## config.mk

```make
export PLATFORM = sky130hd
export DESIGN_NAME = inst_loader
export DESIGN_NICKNAME = d
export VERILOG_FILES = /design/src/rtl/inst_loader_pkg.sv /design/src/rtl/inst_loader_byte_packer.sv /design/src/rtl/inst_loader.sv
export SDC_FILE = /design/constraint.sdc
export NUM_CORES = 1
export LEC_CHECK = 0
export BUFFER_PORTS_ARGS = -buffer_cell sky130_fd_sc_hd__buf_2
export CAP_MARGIN = 20
export CORE_MARGIN = 2
export CORE_UTILIZATION = 53
export CTS_CLUSTER_SIZE = 24
export DETAILED_ROUTE_END_ITERATION = 10
export PLACE_DENSITY = 0.85
export SYNTH_ARGS = -nofsm -noshare
export SYNTH_HDL_FRONTEND = slang
export SYNTH_SLANG_ARGS = --single-unit
```

## constraint.sdc

```tcl
create_clock -name clk -period 2.1 [get_ports clk]
set_input_delay 0.21 -clock clk [delete_from_list [all_inputs] [get_ports clk]]
set_output_delay 0.21 -clock clk [all_outputs]
set_load 0.1 [all_outputs]
```

## src/rtl/inst_loader_pkg.sv

```systemverilog
// Shared definitions for the instruction loader: FSM states, acknowledge codes
// and the word-count range check.
package inst_loader_pkg;

    typedef enum logic [2:0] {
        ST_IDLE = 3'd0,
        ST_LEN  = 3'd1,
        ST_DATA = 3'd2,
        ST_ACK  = 3'd3,
        ST_FIN  = 3'd4
    } state_t;

    localparam logic [7:0] ACK_OK  = 8'hAA;
    localparam logic [7:0] ACK_ERR = 8'hEE;

    // Widened by one bit so a count of exactly 2^aw is still representable.
    function automatic logic len_too_big(input logic [31:0] n, input int unsigned aw);
        return {1'b0, n} > (33'd1 << aw);
    endfunction

endpackage

```

## src/rtl/inst_loader_byte_packer.sv

```systemverilog
// Big-endian byte-to-word packer: shift register plus 2-bit byte counter.
// word_full flags the 4th byte combinationally; word_next is the completed word.
module byte_packer (
    input  logic        clk,
    input  logic        srst,
    input  logic        clear,
    input  logic        byte_valid,
    input  logic [7:0]  byte_data,
    output logic [31:0] word_next,
    output logic        word_full
);

    logic [31:0] word_reg;
    logic [1:0]  cnt_reg;

    // Each lane takes the byte from the lane below; lane 0 takes the new byte.
    for (genvar gi = 0; gi < 4; gi++) begin : g_lane
        if (gi == 0) begin : g_first
            assign word_next[7:0] = byte_data;
        end else begin : g_shift
            assign word_next[8*gi +: 8] = word_reg[8*(gi-1) +: 8];
        end
    end

    assign word_full = byte_valid && (cnt_reg == 2'd3);

    always_ff @(posedge clk) begin
        if (srst || clear) begin
            word_reg <= '0;
            cnt_reg  <= '0;
        end else if (byte_valid) begin
            word_reg <= word_next;
            cnt_reg  <= cnt_reg + 2'd1;
        end
    end

endmodule

```

## src/rtl/inst_loader.sv

```systemverilog
// Serial instruction loader: receives a big-endian word count and instruction
// words over a byte stream, writes them to instruction memory, then acknowledges.
module inst_loader
    import inst_loader_pkg::*;
#(
    parameter int ADDR_W = 14
) (
    input  logic              clk,
    input  logic              rst,
    input  logic              start,
    input  logic [7:0]        rx_data,
    input  logic              rx_valid,
    output logic              imem_we,
    output logic [ADDR_W-1:0] imem_addr,
    output logic [31:0]       imem_wdata,
    output logic [7:0]        tx_data,
    output logic              tx_valid,
    input  logic              tx_ready,
    output logic              busy,
    output logic              done,
    output logic              err
);

    state_t              state_reg, state_next;
    logic [31:0]         count_reg;
    logic [31:0]         written_reg;
    logic [ADDR_W-1:0]   addr_reg;
    logic [31:0]         wdata_reg;
    logic                we_reg;
    logic                err_reg;
    logic [7:0]          code_reg;

    logic        pk_valid;
    logic        pk_clear;
    logic [31:0] word_next;
    logic        word_full;
    logic        too_big;
    logic        last_write;

    assign pk_valid   = rx_valid && (state_reg == ST_LEN || state_reg == ST_DATA);
    assign pk_clear   = start && (state_reg == ST_IDLE || state_reg == ST_FIN);
    assign too_big    = len_too_big(word_next, ADDR_W);
    // Full-width compare so N = 2^ADDR_W terminates even though the address wraps.
    assign last_write = we_reg && ((written_reg + 32'd1) == count_reg);

    byte_packer u_packer (
        .clk        (clk),
        .srst       (rst),
        .clear      (pk_clear),
        .byte_valid (pk_valid),
        .byte_data  (rx_data),
        .word_next  (word_next),
        .word_full  (word_full)
    );

    always_ff @(posedge clk) begin
        if (rst) begin
            state_reg <= ST_IDLE;
        end else begin
            state_reg <= state_next;
        end
    end

    always_comb begin
        state_next = state_reg;
        case (state_reg)
            ST_IDLE, ST_FIN: begin
                if (start) state_next = ST_LEN;
            end
            ST_LEN: begin
                if (word_full) begin
                    if (word_next == 32'd0 || too_big) state_next = ST_ACK;
                    else                               state_next = ST_DATA;
                end
            end
            ST_DATA: begin
                if (last_write) state_next = ST_ACK;
            end
            ST_ACK: begin
                if (tx_ready) state_next = ST_FIN;
            end
            default: state_next = ST_IDLE;
        endcase
    end

    always_comb begin
        busy     = (state_reg == ST_LEN) || (state_reg == ST_DATA) || (state_reg == ST_ACK);
        done     = (state_reg == ST_FIN);
        tx_valid = (state_reg == ST_ACK);
        tx_data  = (state_reg == ST_ACK) ? code_reg : 8'h00;
    end

    always_ff @(posedge clk) begin
        if (rst) begin
            count_reg   <= '0;
            written_reg <= '0;
            addr_reg    <= '0;
            wdata_reg   <= '0;
            we_reg      <= 1'b0;
            err_reg     <= 1'b0;
            code_reg    <= 8'h00;
        end else begin
            we_reg <= (state_reg == ST_DATA) && word_full;
            if (state_reg == ST_DATA && word_full) begin
                wdata_reg <= word_next;
            end
            if (we_reg) begin
                addr_reg    <= addr_reg + ADDR_W'(1);
                written_reg <= written_reg + 32'd1;
            end
            if (state_reg == ST_LEN && word_full) begin
                count_reg <= word_next;
                err_reg   <= too_big;
                code_reg  <= too_big ? ACK_ERR : ACK_OK;
            end
            if (pk_clear) begin
                count_reg   <= '0;
                written_reg <= '0;
                addr_reg    <= '0;
                err_reg     <= 1'b0;
                code_reg    <= ACK_OK;
            end
        end
    end

    assign imem_we    = we_reg;
    assign imem_addr  = addr_reg;
    assign imem_wdata = wdata_reg;
    assign err        = err_reg;

endmodule
```

# == Yosys cells after proc, flatten, opt, wreduce, memory -nomap -nowiden ==
# Index checks and enable logic that the tools add are counted.
# word_totals
register_bits,149
inputBits,13
output_inout_bits,59
# classes
add_sub_neg,3
magnitude_cmp,1
n_eq_ne,10
mux,10
n_reduce_logical,17
# op_table
operator,n
"adder 32 x 1 -> 32 bit, second input constant",1
== test 32 bit,1
"> comparator 32 x 15 -> 1 bit, second input constant",1
zero test 32 bit,1
two-way mux 8 bit,3
"adder 14 x 1 -> 14 bit, second input constant",1
two-way mux 3 bit,4
one-hot mux 3 bit (4 select lines),1
two-way mux 7 bit,1
"== test 3 x 2 -> 1 bit, second input constant",2
logical AND 1 bit,6
"inequality test 2 bit, second input constant",3
logical OR 1 bit,5
AND reduction 4 bit,1
OR reduction 2 bit,2
"== test 3 x 1 -> 1 bit, second input constant",1
"== test 3 bit, second input constant",1
zero test 3 bit,1
"adder 2 x 1 -> 2 bit, second input constant",1
"== test 2 bit, second input constant",1
"inequality test 2 x 1 -> 1 bit, second input constant",1
nonzero test 2 bit,1
two-way mux 1 bit,1

# == Longest topological paths before layout ==
# Gate-level depths: netlist of the first run.
# logic_depth
depth_word,7
ltp_mapped,9
ltp_nobuf,8

# == By module ==
# A second synthesis of the first run with hierarchy kept.
# hier_totals
hier_cells,830
hier_area_um2,6750.2
# modules_own_cells
mod,instances,cells_each,area_each_um2
inst_loader,1,735,5710.5
byte_packer,1,95,1039.7

# == Least setup slack after synthesis of the first run ==
# Ideal clock, no wire load.
# synth_path
path_kind,reg2out
from,reg code_reg[2] (netlist name)
to,out tx_data[6]
t_arrival_ns,2.315
required_time_ns,1.890
setup_slack_ns,-0.425
stages_incl_launch_ff,3
path_cell_list,dfxtp_1 and3_1 buf_4
# synth_lines
element,line,text
"end, declared",inst_loader.sv:16,"output logic [7:0] tx_data,"

# == Final worst setup path of the first run ==
# layout_path
from,reg written_reg[16]
to,reg state_reg[0]
# layout_between
elab_chain_len,5
# layout_rtl
element,line,text
"start, declared",inst_loader.sv:26,logic [31:0] written_reg;
"start signal, assigned",inst_loader.sv:109,written_reg <= written_reg + 32'd1;
adder 32 x 1 -> 32 bit,inst_loader.sv:44,assign last_write = we_reg && ((written_reg + 32'd1) == count_reg);
== test 32 bit,inst_loader.sv:44,
logical AND 1 bit,inst_loader.sv:44,
inequality test 2 bit (no source line),--,
AND reduction 4 bit (no source line),--,
"end signal, assigned",inst_loader.sv:60,state_reg <= state_next;
"end, declared",inst_loader.sv:24,"state_t state_reg, state_next;"
# Every way passes these cells.
# A chain may end at the register's enable or synchronous reset.

==> flow_metrics.py, run 1 <==
metrics = {
    "outcome": {
        "status": "completed",
    },
    "timing": {
        "fmax_mhz": 492.2,
        "hold_viol": 0,
        "grt_setup_unrepaired": "true",
        "hold_ws_ps": 53.60,
        "fin_crit_sh": 0.9676,
        "setup_tns_ps": 0,
        "clock_skew_ps": 6.056,
        "fin_crit_ps": 2032,
        "setup_ws_ps": 68.14,
        "slew_viol_final": 0,
        "setup_viol": 0,
    },
    "cells_and_area": {
        "fin_nets": 938,
        "regArea_sq_um": 2863,
        "drive_gt1_frac": 0.2257,
        "diodes": 0,
        "finish.instance_area_sq_um": 8016,
        "fin_util": 0.6619,
        "final_cell_mix": "nand2_1 (208), dfxtp_1 (130), a21oi_1 (105)",
        "mostFrequentLayoutCell": "nand2_1",
        "areaGrowthSynthToFinish_pct": 21.18,
        "nFillCells": 1016,
        "instances_no_fill": 1103,
        "multiInputGateArea_sq_um": 3565,
    },
    "detailed_routing": {
        "firstDrtPassIters": 7,
        "via_per_inst": 5.485,
        "num_vias": 6050,
        "wl_per_cell_um": 14.44,
        "final_antenna_net_count": 0,
        "wirelength_um": 15930,
        "drt_iter0_drc": 425,
        "drc": 0,
    },
    "placement": {
        "place_ws_ps": -13.21,
        "dp_hpwl_um": 11100,
        "port_buffers": 69,
        "placed_area_sq_um": 7368,
        "place_congestion": 0.8828,
        "dp_cells": 1071,
    },
    "grt": {
        "grt_max_degree": 41,
        "grt_pass1_wl_um": 26120,
        "grt_pass1_vias": 5483,
        "grt_usage": 0.2437,
        "antenna_found_initial": 0,
        "gr-total-overflow": 0,
    },
    "worst_hold_path": {
        "min_path_type": "input pin to register",
    },
    "flow_run": {
        "maxCapViolations": 0,
    },
    "power_and_ir_drop": {
        "vdd_drop_max_mv": 0.5698,
        "power.leakage_nw": 3.043,
        "p_seq_frac": 0.482,
        "clkPwrFrac": 0.487,
        "p_per_area_nw_per_um2": 702.6,
        "p_total_mw": 5.633,
        "power.share.combinational": 0.031,
        "power_switching_share": 0.2330,
        "p_int_mw": 4.320,
        "switching_power_mw": 1.313,
    },
    "synth": {
        "synth-simple-area-share": 0.2809,
        "ys_ff_latch": 142,
        "synthArstFlopShare": 0,
        "synth.cell_area_sq_um": 6615,
        "synth_warnings": 0,
        "synthCells": 834,
        "ys_types": 60,
        "synth_edf_count": 0,
        "synth_seq_area_share": 0.4297,
        "synth_xor_area_frac": 0.1046,
        "avgSynthCellArea_sq_um": 7.932,
        "synth_compound_area_frac": 0.1224,
        "synthFlopType": "dfxtp_1",
        "synthMuxAreaShare": 0.007755,
        "synthAdderAreaFrac": 0.005674,
        "synth_top_family_by_area": "simple AND/OR/NAND/NOR gates",
    },
    "die": {
        "coreArea_sq_um": 12110,
        "initial_core_util": 0.5462,
        "rows": 40,
        "die_y_um": 115.7,
        "pin_count": 72,
        "die_w_um": 115.7,
        "dieArea_sq_um": 13390,
    },
    "setup_path": {
        "path_class": "register to register",
        "slowest_delay_ps": 510,
        "required_ps": 2450,
        "cp_data_arrival_time_ps": 2380,
        "crit_fanout": 5,
        "worstSetupStartpointType": "register",
        "crit_chain": "nand3_1 > or4_1 > o21ai_0 > o2111ai_1 > nor4_2 > nand4_1 > o22ai_1",
        "cpMaxStageDelayCell": "or4_1",
        "worstSetupEndpointType": "register",
    },
    "clocking": {
        "cts_tree": "yes",
        "clkTransAtPathRegs_ps": 60,
        "clock-sinks": 142,
        "ctsHtreeMaxLevel": 4,
        "cts_setup_buffers": 0,
        "cts_buffers": 17,
        "clockRootBuffer": "clkbuf_16",
        "clkLatencyLatePin_ps": 420,
        "cts_buffer_depth": 2,
    },
}
[logic make-up after synthesis]
kind of cell / count (synthesis)
and+or+nand+nor: 396
AOI/OAI and AO/OA: 145
DFF: 142
xor gates and xnor gates: 79
buffers and inverters: 63
muxes: 5
adders and majority gates: 3
other: 1
[what timing repair did]
action                                  4_1_cts  5_1_grt
endpoints found under the setup margin        8       16
gates resized for setup                       3       32
hold buffers                                  0        0
pin swaps                                     0        3
[final timing paths]
path	from	end	slack (ps)	cells past startpoint
hold / removal	tx_ready	state_reg[2]	50	3
hold reg to reg	imem_wdata[3]	imem_wdata[3]	450	2
setup reg to reg	written_reg[16]	state_reg[0]	70	7
setup / recovery	written_reg[16]	state_reg[0]	70	7
[area by class of cell]
class / count / area share
Tap cell: 168 / 0.02622
Timing Repair Buffer: 128 / 0.1030
Clock inverter: 12 / 0.01061
Clock buffer: 20 / 0.05697
Multi-Input combinational cell: 630 / 0.4447
Inverter: 3 / 0.001405
Sequential cell: 142 / 0.3571
[power by group through the flow]
stage / Clock [mW] / Combinational (mW) / Sequential [mW]
floorplan: 0 / 0.115 / 2.77
CTS: 2.77 / 0.173 / 2.72
global route: 2.89 / 0.190 / 2.71
detailed placement: 0 / 0.171 / 2.77
global placement: 0 / 0.171 / 2.77
finish: 2.74 / 0.176 / 2.71
[cell usage after synthesis, types with 5 or more instances]
master / count / area [sq um]
a21oi_1: 107 / 535.5
and3_1: 12 / 75.07
and4_1: 5 / 43.79
buf_1: 5 / 18.77
buf_4: 11 / 82.58
clkbuf_1: 38 / 142.6
dfxtp_1: 142 / 2843
nand2_1: 210 / 788.3
nand2b_1: 5 / 31.28
nand3_1: 25 / 125.1
nand4_1: 19 / 118.9
nor2_1: 59 / 221.5
nor3_1: 7 / 35.03
nor4_1: 11 / 68.82
o21ai_0: 13 / 65.06
or3_1: 10 / 62.56
xnor2_1: 34 / 297.8
xor2_1: 45 / 394.1
[per-layer routing]
layer	routed length, um	GRT usage
met1	7164	0.3192
met2	7539	0.3910
met3	955	0.06851
met4	271	0.07937
met5	0	0
[worst max-delay path, delay by kind of cell, from the launching register on]
kind / cells / cell delay (ps)
flip-flops: 1 / 400
AND/OR/NAND/NOR: 4 / 1000
AO/OA/AOI/OAI: 3 / 540
Power figures use the tool's default switching activity.
==> run 2: changes to the inputs <==
Settings changed: CORE_UTILIZATION 53 to 63, PLACE_DENSITY 0.85 to 0.94.
Clock period 2.1 ns to 2.6 ns, I/O delays scaled along.
==> flow_metrics.py, run 2 (same netlist as run 1, synthesis figures left out) <==
metrics = {
    "die": {
        "coreArea_sq_um": 10280,
        "die_y_um": 106.5,
        "dieArea_sq_um": 11340,
        "initial_core_util": 0.6437,
        "pin_count": 72,
        "die_w_um": 106.5,
        "rows": 37,
    },
    "cells_and_area": {
        "areaGrowthSynthToFinish_pct": 14.47,
        "drive_gt1_frac": 0.1587,
        "mostFrequentLayoutCell": "nand2_1",
        "diodes": 0,
        "fin_util": 0.7368,
        "fin_nets": 898,
        "final_cell_mix": "nand2_1 (210), dfxtp_1 (142), a21oi_1 (107)",
        "nFillCells": 700,
    },
    "setup_path": {
        "cp_data_arrival_time_ps": 2900,
        "cp_top_family": "simple AND/OR/NAND/NOR gates",
        "path_class": "register to register",
        "ff2ff_path_depth": 8,
        "crit_fanout": 7,
        "required_ps": 3060,
        "r2r_slack_ps": 160,
        "cp_num_cells": 8,
        "cp_common_cell": "nand4_1",
        "slowest_delay_ps": 440,
        "cpMaxStageDelayCell": "dfxtp_1",
        "crit_chain": "ha_2 > nand3_2 > or3_1 > a211oi_1 > nand4_1 > nor4_2 > nand4_1 > o22ai_1",
        "timing.rr.end": "state_reg[0]",
        "crit_buf_inv": 0,
        "worstSetupStartpointType": "register",
        "reg2reg_from": "written_reg[1]",
        "worstSetupEndpointType": "register",
    },
    "power_and_ir_drop": {
        "p_per_area_nw_per_um2": 610.6,
        "clkPwrFrac": 0.496,
        "p_int_mw": 3.442,
        "vdd_drop_max_mv": 0.5082,
        "p_seq_frac": 0.475,
        "switching_power_mw": 1.182,
        "power.leakage_nw": 2.783,
        "power.share.combinational": 0.030,
        "power_switching_share": 0.2556,
        "p_total_mw": 4.624,
    },
    "grt": {
        "grt_usage": 0.3081,
        "grt_pass1_vias": 5847,
        "grt_pass1_wl_um": 28110,
        "grt_max_degree": 48,
        "antenna_found_initial": 0,
        "gr-total-overflow": 0,
    },
    "timing": {
        "setup_ws_ps": 163.8,
        "setup_tns_ps": 0,
        "grt_setup_unrepaired": "false",
        "clock_skew_ps": 9.726,
        "slew_headroom": 0.4802,
        "fin_crit_ps": 2436,
        "setup_viol": 0,
        "worst_pin_slew_ps": 769.7,
        "fmax_mhz": 410.5,
        "fin_crit_sh": 0.9370,
        "hold_viol": 0,
        "slew_viol_final": 0,
    },
    "outcome": {
        "status": "completed",
    },
    "flow_run": {
        "maxCapViolations": 0,
    },
    "detailed_routing": {
        "wirelength_um": 16950,
        "firstDrtPassIters": 7,
        "final_antenna_net_count": 0,
        "drc": 0,
        "num_vias": 6255,
        "drt_iter0_drc": 559,
        "wl_per_cell_um": 16.44,
        "via_per_inst": 6.067,
    },
    "clocking": {
        "clkTransAtPathRegs_ps": 70,
        "cts_buffer_depth": 2,
        "cts_tree": "yes",
        "ctsHtreeMaxLevel": 4,
        "clockRootBuffer": "clkbuf_8",
        "cts_buffers": 17,
        "clkLatencyLatePin_ps": 530,
        "clock-sinks": 142,
    },
    "placement": {
        "place_ws_ps": 183.5,
        "port_buffers": 69,
        "dp_hpwl_um": 10700,
        "place_congestion": 0.9031,
    },
    "worst_hold_path": {
        "min_path_type": "input pin to register",
        "holdCritStartpoint": "tx_ready",
        "hold-path-cell-count": 3,
        "hold_end": "state_reg[2]",
    },
}
==> run 2: worst max path at each step <==
stage / from / to / slack, ps
6_report: written_reg[1] / state_reg[0] / 160
5_1_grt: written_reg[1] / state_reg[0] / 20
4_1_cts: written_reg[1] / state_reg[0] / 110
3_5_place_dp: written_reg[1] / state_reg[0] / 180
3_3_place_gp: written_reg[1] / state_reg[0] / 250
2_1_floorplan: code_reg[2] / tx_data[6] / 30
==> run 2: power by group through the flow <==
stage | clock [mW] | sequential, mW | combinational [mW]
after floorplan | 0 | 2.24 | 0.0924
after global placement | 0 | 2.24 | 0.128
after detailed placement | 0 | 2.24 | 0.129
after CTS | 2.31 | 2.19 | 0.134
after global routing | 2.40 | 2.19 | 0.146
final | 2.29 | 2.19 | 0.138
==> run 2: metal layers <==
| metal | GRT usage | wire length (um) | vias to the layer above |
|---|---|---|---|
| met5 | 0 | 0 | - |
| met4 | 0.1456 | 619 | 0 |
| met3 | 0.08155 | 1573 | 91 |
| met2 | 0.5023 | 7937 | 388 |
| met1 | 0.3799 | 6817 | 2855 |
| li1 | - | - | 2921 |
==> run 2: final cells by class <==
class,count,area (sq um),share of cell area
Multi-Input combinational cell,630,3478,0.4594
Sequential cell,142,2843,0.3754
Timing Repair Buffer,88,508.0,0.06709
Clock buffer,18,417.9,0.05519
Tap cell,136,170.2,0.02247
Clock inverter,14,143.9,0.01900
Inverter,3,11.26,0.001487
==> run 2: what timing repair did <==
item | in CTS | in global routing
hold buffers | 3 | 0
setup endpoints to repair | 0 | 2
setup buffers | 0 | 0
resized for setup | 0 | 2
hold endpoints to repair | 4 | 0
==> run 2: worst min-delay path, stage by stage <==
cell,delay (ps)
buf_2,120
nand2_1,60
a21oi_1,50
==> run 2: metrics by stage <==
stage	std cells	hold slack (ps)	area [sq um]
2_1_floorplan	835	396.0	6619
3_3_place_gp	996	439.4	6973
3_5_place_dp	996	443.0	6973
4_1_cts	1031	1.032	7565
5_1_grt	1031	2.007	7572
6_report	1031	14.60	7572
==> run 3: changes to the inputs <==
Settings changed: BUFFER_PORTS_ARGS -buffer_cell sky130_fd_sc_hd__buf_2 to -buffer_cell sky130_fd_sc_hd__buf_4.
==> flow_metrics.py, run 3 (same netlist as run 1, synthesis figures left out) <==
metrics = {
    "outcome": {
        "status": "completed",
    },
    "flow_run": {
        "maxCapViolations": 0,
    },
    "cells_and_area": {
        "regArea_sq_um": 2843,
        "instances_no_fill": 1032,
        "fin_nets": 899,
        "drive_gt1_frac": 0.1551,
        "areaGrowthSynthToFinish_pct": 17.86,
        "mostFrequentLayoutCell": "nand2_1",
        "fin_util": 0.7586,
        "nFillCells": 672,
        "finish.instance_area_sq_um": 7796,
        "final_cell_mix": "nand2_1 (210), dfxtp_1 (142), a21oi_1 (107)",
        "diodes": 0,
        "multiInputGateArea_sq_um": 3491,
    },
    "setup_path": {
        "timing.rr.end": "state_reg[0]",
        "crit_chain": "ha_1 > nand3_2 > or4_1 > nor3b_1 > o2111ai_1 > nor4_2 > nand4_1 > o22ai_1",
        "path_class": "register to register",
        "required_ps": 3060,
        "crit_fanout": 7,
        "slowest_delay_ps": 540,
        "ff2ff_path_depth": 8,
        "worstSetupEndpointType": "register",
        "worstSetupStartpointType": "register",
        "reg2reg_from": "written_reg[1]",
        "cp_top_family": "simple AND/OR/NAND/NOR gates",
        "crit_buf_inv": 0,
        "crit_path_end": "state_reg[0]",
        "cp_num_cells": 8,
        "cpMaxStageDelayCell": "or4_1",
        "critPathLaunch": "written_reg[1]",
        "cp_data_arrival_time_ps": 2940,
        "r2r_slack_ps": 110,
    },
    "clocking": {
        "cts_buffers": 17,
        "clkTransAtPathRegs_ps": 70,
        "clock-sinks": 142,
        "clockRootBuffer": "clkbuf_8",
        "clkLatencyLatePin_ps": 530,
        "ctsHtreeMaxLevel": 4,
        "cts_buffer_depth": 2,
        "cts_tree": "yes",
    },
    "detailed_routing": {
        "route.met2.wl_um": 8529,
        "firstDrtPassIters": 7,
        "num_vias": 6272,
        "wirelength_met1_um": 6946,
        "wirelength_um": 17720,
        "met3WireLength_um": 1643,
        "drc": 0,
        "routed.top_layer": "met4",
        "drt_iter0_drc": 642,
        "via_per_inst": 6.078,
        "wl_per_cell_um": 17.17,
        "final_antenna_net_count": 0,
    },
    "power_and_ir_drop": {
        "p_seq_frac": 0.461,
        "switching_power_mw": 1.123,
        "vdd_drop_max_mv": 0.4603,
        "p_per_area_nw_per_um2": 611.0,
        "p_int_mw": 3.641,
        "clkPwrFrac": 0.508,
        "power.share.combinational": 0.031,
        "power_switching_share": 0.2357,
        "power.leakage_nw": 2.838,
        "p_total_mw": 4.764,
    },
    "die": {
        "dieArea_sq_um": 11340,
        "die_y_um": 106.5,
        "die_w_um": 106.5,
        "coreArea_sq_um": 10280,
        "pin_count": 72,
        "rows": 37,
        "initial_core_util": 0.6437,
    },
    "grt": {
        "grt_usage": 0.3177,
        "grt_pass1_wl_um": 28840,
        "gr-total-overflow": 0,
        "antenna_found_initial": 0,
        "grt_pass1_vias": 5966,
        "grt_max_degree": 49,
    },
    "timing": {
        "setup_viol": 0,
        "slew_viol_final": 0,
        "clock_skew_ps": 5.096,
        "fin_crit_ps": 2486,
        "hold_viol": 0,
        "fin_crit_sh": 0.9563,
        "setup_tns_ps": 0,
        "worst_pin_slew_ps": 635.1,
        "fmax_mhz": 402.2,
        "slew_headroom": 0.5766,
    },
    "placement": {
        "dp_cells": 994,
        "dp_hpwl_um": 10960,
        "place_congestion": 0.9077,
        "port_buffers": 69,
        "placed_area_sq_um": 7131,
    },
    "worst_hold_path": {
        "min_path_type": "input pin to register",
        "hold-path-cell-count": 3,
    },
}
-- run 3: cell count changes in the layout (fill, tap and decap cells not counted), moves of 2 or more --
cell / delta
dlygate4sd3_1: +3
buf_2: -69
bufinv_16: +2
buf_4: +67
inv_8: -2
clkinv_8: -2
-- run 3: per-stage QoR --
| step | hold WS (ps) | setup slack (ps) |
|---|---|---|
| 2_1_floorplan | 396.0 | 25.10 |
| 3_3_place_gp | 443.9 | 294.0 |
| 3_5_place_dp | 446.8 | 165.7 |
| 4_1_cts | 0.7187 | 88.81 |
| 5_1_grt | 3.275 | -13.67 |
| 6_report | 12.72 | 113.5 |
-- run 3: power groups by stage --
| stage | logic [mW] | registers [mW] | clock network [mW] |
|---|---|---|---|
| floorplan | 0.0924 | 2.24 | 0 |
| global placement | 0.135 | 2.24 | 0 |
| detailed placement | 0.136 | 2.24 | 0 |
| CTS | 0.144 | 2.19 | 2.42 |
| global route | 0.157 | 2.19 | 2.52 |
| finish | 0.147 | 2.20 | 2.42 |
-- run 3: metal layers --
layer	vias up	global-route usage
met5	-	0
met4	0	0.1503
met3	65	0.05825
met2	391	0.5321
met1	2896	0.3961
li1	2920	-
-- run 3: worst min path at each step --
| stage | from | slack, ps | end |
|---|---|---|---|
| 2_1_floorplan | rx_data[0] | 400 | count_reg[0] |
| 4_1_cts | rx_data[7] | 0.7 | u_packer.word_reg[7] |
| 6_report | tx_ready | 10 | state_reg[2] |
| 3_3_place_gp | imem_wdata[8] | 440 | imem_wdata[8] |
| 5_1_grt | tx_ready | 3 | state_reg[2] |
| 3_5_place_dp | imem_wdata[23] | 450 | imem_wdata[23] |
-- run 3: final cells by class --
| cell class | instances | share of cell area |
|---|---|---|
| clock buffers | 19 | 0.05537 |
| well taps | 136 | 0.02183 |
| repair buffers | 89 | 0.08923 |
| inverters | 3 | 0.001444 |
| flip-flops and latches | 142 | 0.3646 |
| multi-input cells | 630 | 0.4478 |
| clock inverters | 13 | 0.01974 |
-- run 3: repair_timing --
item,CTS,global route
hold endpoints to repair,10,0
endpoints found under the setup margin,0,4
resized for setup,0,3
setup buffers,0,0
hold buffers,6,0
-- run 3: tightest hold or removal path, stage by stage --
cell and delay [ps]:
buf_4 130, nand2_1 50, a21oi_1 50
